**src/rtl/bus_pkg.sv**
```systemverilog
// ---------------------------------------------------------------------------
// bus_pkg
// Shared definitions for the CPU-side bus cycle controller.
//   bus_state_t          : controller state encoding (IDLE, REQ, OWN, RESP, REL)
//   ANS_OK/ANS_EN/ANS_PE : bit positions of the answer vector; a higher index
//                          means a higher priority when answers coincide
//   BUS_TIMEOUT_DEFAULT  : default grant / answer timeout in clock cycles
//   ans_pick()           : reduces an answer vector to a single one-hot flag
// No ports (package).
// ---------------------------------------------------------------------------
package bus_pkg;

    typedef enum logic [2:0] {
        IDLE = 3'd0,
        REQ  = 3'd1,
        OWN  = 3'd2,
        RESP = 3'd3,
        REL  = 3'd4
    } bus_state_t;

    localparam int ANS_OK = 0;
    localparam int ANS_EN = 1;
    localparam int ANS_PE = 2;

    localparam int BUS_TIMEOUT_DEFAULT = 64;

    // Keep only the highest-priority answer: PE over EN over OK.
    function automatic logic [2:0] ans_pick(input logic [2:0] ans);
        logic [2:0] sel;
        sel = '0;
        if (ans[ANS_PE]) begin
            sel[ANS_PE] = 1'b1;
        end else if (ans[ANS_EN]) begin
            sel[ANS_EN] = 1'b1;
        end else if (ans[ANS_OK]) begin
            sel[ANS_OK] = 1'b1;
        end
        return sel;
    endfunction

endpackage

```
**src/rtl/sync2.sv**
```systemverilog
// ---------------------------------------------------------------------------
// sync2
// Two-flop synchronizer for a single asynchronous bus line.
//   clk   in  1  destination clock
//   rst_n in  1  asynchronous active-low reset, clears both flops to 0
//   d     in  1  asynchronous input
//   q     out 1  synchronized output, two clock edges behind d
// ---------------------------------------------------------------------------
module sync2 (
    input  logic clk,
    input  logic rst_n,
    input  logic d,
    output logic q
);

    logic meta_p0;

    // stage p0 captures the raw line, stage p1 resolves metastability
    always_ff @(posedge clk or negedge rst_n) begin
        if (!rst_n) begin
            meta_p0 <= 1'b0;
            q       <= 1'b0;
        end else begin
            meta_p0 <= d;
            q       <= meta_p0;
        end
    end

endmodule

```
**src/rtl/bus_handshake.sv**
```systemverilog
// ---------------------------------------------------------------------------
// bus_handshake
// System bus cycle controller sitting behind the state-control unit. On req
// it requests the bus, waits for the grant, owns the bus while waiting for an
// OK / EN / PE answer, reports completion with a one-cycle oken pulse and
// flags a no-answer condition through alarm.
//
// Optional feature macro: BUS_PARITY_CHECK_EN
//   defined   : rpe is a valid answer and pe_r has top priority
//   undefined : rpe is ignored, pe_r stays 0 (a cycle answered only by rpe
//               times out)
//
// Parameters
//   TIMEOUT_CYCLES         cycles allowed for grant and, separately, answer
// Ports
//   __clk          in  1  system clock
//   clo_n          in  1  asynchronous active-low reset
//   req            in  1  bus cycle request, level, held until oken
//   is_io          in  1  cycle is IN/OU, sampled with req in IDLE
//   zw             in  1  bus grant (asynchronous)
//   rok, ren, rpe  in  1  bus answers OK / ENgaged / Parity (asynchronous)
//   zg             out 1  bus request
//   zwzg           out 1  bus owned, enables the bus drivers
//   oken           out 1  one-cycle pulse, cycle finished
//   ok_r,en_r,pe_r out 1  latched answer type, valid from oken to next cycle
//   alarm          out 1  latched timeout flag, cleared when next cycle starts
//   busy           out 1  controller is not idle
// ---------------------------------------------------------------------------
module bus_handshake
    import bus_pkg::*;
#(
    parameter int TIMEOUT_CYCLES = BUS_TIMEOUT_DEFAULT
) (
    input  logic __clk,
    input  logic clo_n,
    input  logic req,
    input  logic is_io,
    input  logic zw,
    input  logic rok,
    input  logic ren,
    input  logic rpe,
    output logic zg,
    output logic zwzg,
    output logic oken,
    output logic ok_r,
    output logic en_r,
    output logic pe_r,
    output logic alarm,
    output logic busy
);

    localparam int              CNT_W    = $clog2(TIMEOUT_CYCLES + 1);
    localparam logic [CNT_W-1:0] CNT_LAST = CNT_W'(TIMEOUT_CYCLES - 1);
    localparam logic [CNT_W-1:0] CNT_MAX  = CNT_W'(TIMEOUT_CYCLES);

    logic zw_s;
    logic rok_s;
    logic ren_s;
    logic rpe_s;
    logic pe_ans;

    bus_state_t       state;
    bus_state_t       state_nxt;
    logic [CNT_W-1:0] cnt;
    logic             io_q;
    logic             zg_q;
    logic [2:0]       ans_raw;
    logic [2:0]       ans_sel;
    logic             ans_any;
    logic             cnt_done;
    logic             quiet;

    // asynchronous bus lines -> __clk domain
    sync2 u_sync_zw  (.clk(__clk), .rst_n(clo_n), .d(zw),  .q(zw_s));
    sync2 u_sync_rok (.clk(__clk), .rst_n(clo_n), .d(rok), .q(rok_s));
    sync2 u_sync_ren (.clk(__clk), .rst_n(clo_n), .d(ren), .q(ren_s));
    sync2 u_sync_rpe (.clk(__clk), .rst_n(clo_n), .d(rpe), .q(rpe_s));

`ifdef BUS_PARITY_CHECK_EN
    assign pe_ans = rpe_s;
`else
    // Parity answer is not part of the protocol in this build.
    logic rpe_s_unused;
    assign rpe_s_unused = rpe_s;
    assign pe_ans       = 1'b0;
`endif

    // ENgaged is only a legal answer to an I/O cycle.
    always_comb begin
        ans_raw         = '0;
        ans_raw[ANS_OK] = rok_s;
        ans_raw[ANS_EN] = ren_s & io_q;
        ans_raw[ANS_PE] = pe_ans;
    end

    assign ans_sel  = ans_pick(ans_raw);
    assign ans_any  = |ans_raw;
    assign cnt_done = (cnt == CNT_LAST);

    // Four-phase release: every handshake line must be back low.
    assign quiet = !zw_s && !rok_s && !ren_s && !pe_ans && !req;

    always_comb begin
        state_nxt = state;
        case (state)
            IDLE: begin
                if (req) begin
                    state_nxt = REQ;
                end
            end
            REQ: begin
                if (zw_s) begin
                    state_nxt = OWN;
                end else if (!req) begin
                    state_nxt = IDLE;
                end else if (cnt_done) begin
                    state_nxt = RESP;
                end
            end
            OWN: begin
                // an answer arriving on the last allowed cycle still wins
                if (ans_any || cnt_done) begin
                    state_nxt = RESP;
                end
            end
            RESP: begin
                state_nxt = REL;
            end
            REL: begin
                if (quiet) begin
                    state_nxt = IDLE;
                end
            end
            default: begin
                state_nxt = IDLE;
            end
        endcase
    end

    always_ff @(posedge __clk or negedge clo_n) begin
        if (!clo_n) begin
            state <= IDLE;
            cnt   <= '0;
            io_q  <= 1'b0;
            zg_q  <= 1'b0;
            ok_r  <= 1'b0;
            en_r  <= 1'b0;
            pe_r  <= 1'b0;
            alarm <= 1'b0;
        end else begin
            state <= state_nxt;

            // zg is registered so it rises one clock after REQ is entered
            // and drops together with zwzg when the cycle is answered.
            zg_q <= (state != IDLE) && ((state_nxt == REQ) || (state_nxt == OWN));

            // restart on every state change, saturate instead of wrapping
            if (state != state_nxt) begin
                cnt <= '0;
            end else if (cnt != CNT_MAX) begin
                cnt <= cnt + 1'b1;
            end

            if (state == IDLE && req) begin
                io_q  <= is_io;
                ok_r  <= 1'b0;
                en_r  <= 1'b0;
                pe_r  <= 1'b0;
                alarm <= 1'b0;
            end

            // flags are loaded on entry to RESP so they are valid with oken
            if (state_nxt == RESP) begin
                if (state == OWN && ans_any) begin
                    ok_r <= ans_sel[ANS_OK];
                    en_r <= ans_sel[ANS_EN];
                    pe_r <= ans_sel[ANS_PE];
                end else begin
                    alarm <= 1'b1;
                end
            end
        end
    end

    assign zg   = zg_q;
    assign zwzg = (state == OWN);
    assign oken = (state == RESP);
    assign busy = (state != IDLE);

endmodule

```
**config.mk**
```make
export PLATFORM = sky130hd
export DESIGN_NAME = bus_handshake
export DESIGN_NICKNAME = d
export VERILOG_FILES = /design/src/rtl/bus_pkg.sv /design/src/rtl/sync2.sv /design/src/rtl/bus_handshake.sv
export SDC_FILE = /design/constraint.sdc
export NUM_CORES = 1
export LEC_CHECK = 0
export ABC_AREA = 1
export CORE_UTILIZATION = 38
export DETAILED_ROUTE_END_ITERATION = 10
export GPL_TIMING_DRIVEN = 0
export MAX_ROUTING_LAYER = met4
export PLACE_DENSITY = 0.61
export SYNTH_ARGS = -nofsm -noshare
export SYNTH_HDL_FRONTEND = slang
export SYNTH_HIERARCHICAL = 1
export SYNTH_SLANG_ARGS = --single-unit
```
**constraint.sdc**
```tcl
create_clock -name __clk -period 1.5 [get_ports __clk]
set_input_delay 0.3 -clock __clk [delete_from_list [all_inputs] [get_ports __clk]]
set_output_delay 0.3 -clock __clk [all_outputs]
set_load 0.005 [all_outputs]
```
==> results.toml <==
[global_route]
grtUsageMet3_pct = 3.448
grt_first_pass_wirelength_um = 3581
grtUsageMet2_pct = 30.63
grt_max_degree = 23
grt.busiest_layer = "met2"
use_met1_pct = 22.28
grt_pass1_vias = 794
grt_usage_pct = 18.68
antenna_found_initial = 0
grt-ovfl-total = 0

[cts]
clockBufferDepth = 2
cts.clk_slew.worst_paths_ns = 0.12
numCtsBuffers = 3
clkLatencyLatePin_ns = 0.30
htree_levels = 1
clock-sinks = 22
cts_tree = "built"
clock-root-buffer = "clkbuf_4"

[synth]
synth_fa_ha_area_share_pct = 2.509
yosys_most_used_dff = "dfrtp_1"
yosysTopAreaCellShare_pct = 55.21
synth.area.mux_share_pct = 0
yosys.area_share.simple_pct = 28.23
synth_area_leaders = "dfrtp_1 (55%), nand2_1 (11%), nor2_1 (6.8%)"
synth-compound-area-share_pct = 4.768
seq_area_frac_synth_pct = 55.21
synth.distinct_cells = 21
ys_warn_count = 6
ys_async_sr_fraction_pct = 100.0
synth-edff-count = 0
synth-seq-cells = 22
synthesis.area_um2 = 997.2
synth_nets = 123
synthCells = 113
synth_top_family_by_area = "simple AND/OR/NAND/NOR gates"
syn_area_per_cell_um2 = 8.825
synthXorXnorAreaFrac_pct = 4.391
synth_top_area_cell = "dfrtp_1"

[placement]
dpl.hpwl_um = 1334
placed_cells = 157
place.gp.congestion = 0.8494
placed_cell_area_mm2 = 0.001175
preCtsSetupSlack_ns = -0.1726
portBuffers = 14

[floorplan]
die-area_mm2 = 0.002833
dieWidth_um = 53.23
ioPinCount = 16
core_mm2 = 0.002477
start_util_pct = 40.25
die_h_um = 53.23
rows = 18

[setup_path]
crit_type = "reg2out"
crit_path_cell_trace = "buf_6 > nor2_4 > buf_6 > nand2_4 > inv_4 > buf_6"
critPathTopFamily = "flip-flops"
path_max_fanout = 2
arrival_ns = 1.28
cp_num_buf_inv = 4
cp-start-kind = "flip-flop"
slowest_stage = "dfrtp_2"
slowest_delay_ns = 0.43
endpoint_kind = "primary output"
required_ns = 1.20
cpMostUsedCell = "buf_6"

[min_path]
hp-class = "reg2reg"

[timing]
worstMarginPinSlew_ns = 0.9596
hold_viol = 0
finalMaxSlewViolations = 0
setup_slack_ns = -0.08101
fin_crit_sh_pct = 105.4
clock_skew_ns = 0.004956
whs_ns = 0.3667
relSlewSlack_pct = 35.83
post-route-min-period_ns = 1.581
setup_tns_ns = -0.4599
rsz0062_at_grt = "yes"
setup_viol = 10
clock.fmax_mhz = 632.5

[pwr]
design_power_total_mw = 2.555
pwr_density_cell_mw_per_mm2 = 1744
peakVddDrop_uv = 1207
total_leakage_power_nw = 0.7749

[routing]
antenna_left = 0
drt_iter0_markers = 20
wl_per_cell_um = 12.93
first_pass_iters = 4
num_vias = 882
wl_um = 2341
drc_errors = 0
via_per_inst = 4.873

[layout]
area_growth_pct = 46.93
utilization_pct = 59.14
fin_nets = 162
antennaDiodeCount = 0
layout-drive-gt1-share_pct = 37.09
final_cells = 181
final.fill_count = 224
stdcell_area_mm2 = 0.001465

[status]
violations = "negative setup slack"
run_status = "finished, violations left"

[job]
max_cap_viol_count = 0
-- sequential cells by signal (all words and copies together) (netlist names) --
register and flops:
cnt 7, state 3, alarm 1, en_r 1, io_q 1, ok_r 1, pe_r 1, u_sync_ren/meta_p0 1
u_sync_ren/q 1, u_sync_rok/meta_p0 1, u_sync_rok/q 1, u_sync_zw/meta_p0 1, u_sync_zw/q 1, zg 1
-- Yosys cell counts, types with 2 or more instances --
cell and count:
dfrtp_1 22, nand3_1 5, xnor2_1 2, xor2_1 3, nor3_1 2, nand2_1 29
ha_1 2, nand2_2 2, a21oi_1 4, inv_2 3, nand4_1 2, nand3_2 2
inv_1 10, nor2_1 18
-- cell usage in the layout (no fill, tap or decap), types with 4 or more instances in the layout --
cell	count
nand2_1	23
buf_4	18
dfrtp_1	21
nand2_2	7
inv_1	9
nor2_4	4
clkdlybuf4s50_1	7
nor2_1	13
-- per-layer routing --
metal  part of all wire, %  wire, um
met2                    53      1245
met1                    41       968
met5                     0         0
met3                   2.9        68
met4                   2.5        59
-- layout make-up --
cell class              count  area, um^2  area share [%]
flip-flops and latches     22       551.8           37.66
inverters                  13       51.30           3.501
clock buffers               4       36.28           2.477
repair buffers             34       295.3           20.15
well taps                  30       37.54           2.562
multi-input cells          78       493.0           33.65
-- repair_timing --
item / CTS / global route
setup endpoints to repair: 11 / 15
hold endpoints to repair: 0 / 0
resized for setup: 36 / 10
hold buffers: 0 / 0
buffers inserted: 16 / 5
pin swaps: 9 / 7
-- power by group --
group | switching (mW) | internal [mW]
Clock | 0.173 | 0.148
Sequential | 0.0803 | 0.719
Combinational | 0.766 | 0.667
-- final timing paths --
check                                   from           to  slack (ns)  cells past startpoint
max in group asynchronous              clo_n     state[2]        0.35                      1
min reg2reg                u_sync_zw/meta_p0  u_sync_zw/q        0.37                      0
max                                 state[2]         oken       -0.08                      6
min                        u_sync_zw/meta_p0  u_sync_zw/q        0.37                      0
min in group asynchronous              clo_n     state[1]        0.51                      1
max reg2reg                         state[2]       cnt[6]       -0.06                     11
-- cells by family after synthesis --
family	after synthesis
AOI/OAI and AO/OA	8
buffers and inverters	13
and+or+nand+nor	63
DFF	22
xor gates and xnor gates	5
adders and majority gates	2
Note: power is estimated with default switching activity, not from simulation.
